## src/rtl/serial_negate_ctrl.sv

```systemverilog
// Bit-serial two's-complement negate/pass-through with a valid/ready front and back end.
// One bit per clock, LSB first; the result is published only once the whole word is done.
module serial_negate_ctrl #(
    parameter int W = 8
) (
    input  logic         clk,
    input  logic         reset,
    input  logic         in_valid,
    output logic         in_ready,
    input  logic [W-1:0] in_data,
    input  logic         in_neg,
    output logic         out_valid,
    input  logic         out_ready,
    output logic [W-1:0] out_data,
    output logic         overflow,
    output logic         busy,
    output logic [1:0]   state_dbg
);

    // Handshake rule for both ports: a word moves on a rising edge where valid and ready are
    // both 1; valid never depends on ready, and a presented result holds until it moves.

    typedef enum logic [1:0] {
        IDLE  = 2'd0,
        SHIFT = 2'd1,
        DONE  = 2'd2
    } state_t;

    localparam int CW = $clog2(W);
    localparam logic [W-1:0] MOST_NEG = {1'b1, {(W-1){1'b0}}};

    state_t        state, state_nx;
    logic [W-1:0]  shreg;
    logic [CW-1:0] cnt;
    logic          mode;
    logic          seen_one;
    logic          ovf_flag;
    logic          accept;
    logic          transfer;
    logic          last_bit;
    logic          x;
    logic          rbit;

    assign accept   = in_valid && in_ready;
    assign transfer = out_valid && out_ready;
    assign last_bit = (cnt == CW'(W - 1));
    assign x        = shreg[0];
    assign rbit     = mode ? (x ^ seen_one) : x;

    always_ff @(posedge clk) begin
        if (reset) begin
            state <= IDLE;
        end else begin
            state <= state_nx;
        end
    end

    always_comb begin
        state_nx = state;
        case (state)
            IDLE:    if (accept) state_nx = SHIFT;
            SHIFT:   if (last_bit) state_nx = DONE;
            DONE:    if (transfer) state_nx = IDLE;
            default: state_nx = IDLE;
        endcase
    end

    always_comb begin
        in_ready  = (state == IDLE);
        out_valid = (state == DONE);
        busy      = (state == SHIFT) || (state == DONE);
        overflow  = (state == DONE) && ovf_flag;
        state_dbg = state;
    end

    // Input bits leave at the LSB while result bits enter at the MSB, so after W steps
    // the same register holds the result with bit i at position i.
    always_ff @(posedge clk) begin
        if (reset) begin
            shreg    <= '0;
            cnt      <= '0;
            mode     <= 1'b0;
            seen_one <= 1'b0;
            ovf_flag <= 1'b0;
            out_data <= '0;
        end else if (accept) begin
            shreg    <= in_data;
            mode     <= in_neg;
            cnt      <= '0;
            seen_one <= 1'b0;
            ovf_flag <= in_neg && (in_data == MOST_NEG);
        end else if (state == SHIFT) begin
            shreg <= {rbit, shreg[W-1:1]};
            cnt   <= cnt + 1'b1;
            if (mode) begin
                seen_one <= seen_one | x;
            end
            if (last_bit) begin
                out_data <= {rbit, shreg[W-1:1]};
            end
        end
    end

endmodule

```

## config.mk

```make
export PLATFORM = sky130hd
export DESIGN_NAME = serial_negate_ctrl
export DESIGN_NICKNAME = d
export VERILOG_FILES = /design/src/rtl/serial_negate_ctrl.sv
export SDC_FILE = /design/constraint.sdc
export NUM_CORES = 1
export LEC_CHECK = 0
export ABC_CLOCK_PERIOD_IN_PS = 1800
export CORE_MARGIN = 2
export CORE_UTILIZATION = 60
export CTS_BUF_LIST = sky130_fd_sc_hd__clkbuf_16
export CTS_CLUSTER_SIZE = 40
export DETAILED_ROUTE_END_ITERATION = 7
export DONT_BUFFER_PORTS = 1
export HOLD_SLACK_MARGIN = 0.15
export PLACE_DENSITY = 0.76
export SYNTH_ARGS = -nofsm -noshare
export SYNTH_HDL_FRONTEND = slang
export SYNTH_SLANG_ARGS = --single-unit
export TNS_END_PERCENT = 10
```

## constraint.sdc

```tcl
create_clock -name clk -period 1.8 [get_ports clk]
set_input_delay 0.27 -clock clk [delete_from_list [all_inputs] [get_ports clk]]
set_output_delay 0.27 -clock clk [all_outputs]
set_load 0.01 [all_outputs]
```

==> impl_metrics.ini <==
[route]
antenna_left = 0
first_pass_iters = 4
num_vias = 898
routed_via_density = 5.91
drcViolationCount = 0
routedWlPerCell_um = 14.8
routed_wirelength_um = 2260
first_iter_violations = 19

[sta]
period_needed_ns = 1.55
setup_viol = 0
period_share_pct = 86.4
fmaxAchievable_ghz = 0.643
relSlewSlack_pct = 47.1
finalHoldViolCount = 0
clock_skew_ns = 0.00382
grt_setup_unrepaired = no
slew_viol_final = 0
worst_pin_slew_ns = 0.791
setup_tns_ns = 0

[critical_path]
end_kind = flop
critPathRequiredTime_ns = 1.98
crit_arrival_ns = 1.74
crit_chain = inv_1, ha_1, a222oi_1, mux2i_1
startpoint_type = flop
reg2reg_from = state_dbg[0]$_SDFFE_PP0P_
cp_slowest_cell = a222oi_1
critPathBufInv = 1
path_max_fanout = 4
crit_type = flop to flop
cp-startpoint = state_dbg[0]$_SDFFE_PP0P_
path_delay_family = compound AO/OA/AOI/OAI gates
cp_slowest_stage_delay_ns = 0.53

[finish]
final_util_pct = 71.1
fillers = 162
drive_gt1_share_pct = 7.87
fin_nets = 148
diodes = 0
areaGrowthSynthToFinish_pct = 10.1

[worst_hold_path]
hp-start = in_neg
hold_path.class = input pin to flop

[floorplan]
initial_core_util_pct = 64.6
fp.dieW_um = 47.6
fp-row-count = 15
die_h_um = 47.6
boundaryPins = 27
dieArea_um2 = 2260
core_area_um2 = 1760

[clock_network]
postCtsSetupBuffers = 0
cts_buffer_depth = 2
cts_inserted_buffers = 3
cts_sinks = 24
cts_tree = done
clk_latency_ns = 0.25
clockRootBuffer = clkbuf_16
htreeDepth = 1
clk_pin_slew_ns = 0.06

[synthesis]
ys_seq_area_share_pct = 42.2
netlist_area_um2 = 1140
synth.area.top_cells = dfxtp_1, mux2i_1, ha_1
synthTopCellsByCount = dfxtp_1, a21oi_1, mux2i_1
syn_nets = 146
yosysMostFrequentCell = dfxtp_1
synth_top_area_share_pct = 42.2
postSynthCellCount = 126
synth_ff_type = dfxtp_1
synth_cell_types = 28
synth-seq-cells = 24
avgSynthCellArea_um2 = 9.05
synth_edf_count = 0
yosys.area.top_type = dfxtp_1
synthArstFlopShare_pct = 0
ys_warn_count = 0

[placed_design]
port_buffers = 0
gp_congestion = 0.773
dp_hpwl_um = 1580

[power_and_ir_drop]
max-vdd-ir-drop_mv = 0.808
power.density_nw_per_um2 = 1390
leakage_nw = 0.469

[global_route]
grt_pass1_vias = 797
overflow = 0
antenna_found_initial = 0
grt_pass1_wl_um = 3550
grt_max_degree = 26
grtUsageTotal_pct = 22.8

[status]
outcome = complete, no violations

[flow_run]
cap_violations = 0
## cells in the final DEF, fill, tap and decap left out, types with 2 or more instances in the layout
master	n
clkbuf_16	3
a211oi_1	7
dfxtp_1	24
inv_1	6
nor2_1	9
and2_1	2
nand2_1	6
nor3_1	3
nand2b_1	4
nand3_1	7
ha_1	7
a21oi_1	12
buf_4	4
mux2i_1	12
o21ai_0	7
## timing repair
item,4_1_cts,5_1_grt
endpoints found under the setup margin,0,1
resized for setup,0,1
hold buffers,1,0
hold endpoints to repair,22,0
## worst reg2reg max path, stage by stage (launching register included)
cell      delay, ns
dfxtp_1        0.37
inv_1          0.09
ha_1           0.27
a222oi_1       0.53
mux2i_1        0.23
## layout make-up
| cell class | instances | area (um2) | area share (%) |
|---|---|---|---|
| Clock buffer | 3 | 75.1 | 5.98 |
| Sequential cell | 24 | 480 | 38.3 |
| Multi-Input combinational cell | 86 | 578 | 46.1 |
| Timing Repair Buffer | 6 | 60.1 | 4.79 |
| Clock inverter | 1 | 3.75 | 0.299 |
| Tap cell | 25 | 31.3 | 2.49 |
| Inverter | 7 | 26.3 | 2.09 |
## power by group
group          switching (mW)  total, mW  internal [mW]
registers              0.0719      0.690          0.618
logic                   0.322      0.583          0.261
clock network           0.174      0.470          0.296
## path summary, 6_finish.rpt
check	to	slack (ns)	cells past startpoint
hold reg to reg	ovf_flag$_SDFFE_PP0P_	0.46	2
hold / removal	mode$_SDFFE_PP0P_	0.15	2
setup reg to reg	state_dbg[0]$_SDFFE_PP0P_	0.25	4
setup / recovery	state_dbg[0]$_SDFFE_PP0P_	0.25	4
## routing by layer
layer  vias to the layer above  GRT usage [%]  routed length [um]
met5                         -              0                   0
met4                         0           6.49                  14
met3                         2           6.04                 160
met2                        30           37.8                1080
met1                       423           29.3                 999
li1                        443              -                   -
## stage by stage
step	instances	power [mW]	area [um2]	setup WS [ns]	hold WS (ns)
5_1_grt	152	1.85	1250	0.0951	0.175
3_3_place_gp	147	1.25	1160	0.239	0.342
4_1_cts	152	1.75	1250	0.167	0.153
2_1_floorplan	126	1.15	1140	0.280	0.406
3_5_place_dp	147	1.26	1160	0.188	0.344
6_report	152	1.74	1250	0.246	0.151
## flip-flops by register name, summed over array words and instances (netlist names)
signal / flops
cnt: 3
mode: 1
out_data: 8
ovf_flag: 1
seen_one: 1
shreg: 8
state_dbg: 2
## logic make-up after synthesis
| kind of cell | after synthesis | synth area share [%] |
|---|---|---|
| adders and majority gates | 7 | 7.68 |
| and+or+nand+nor | 37 | 16.2 |
| DFF | 24 | 42.2 |
| buffers and inverters | 16 | 7.24 |
| xor gates and xnor gates | 1 | 0.769 |
| AOI/OAI and AO/OA | 29 | 15.4 |
| muxes | 12 | 10.5 |
Note: power is estimated with default switching activity, not from simulation.
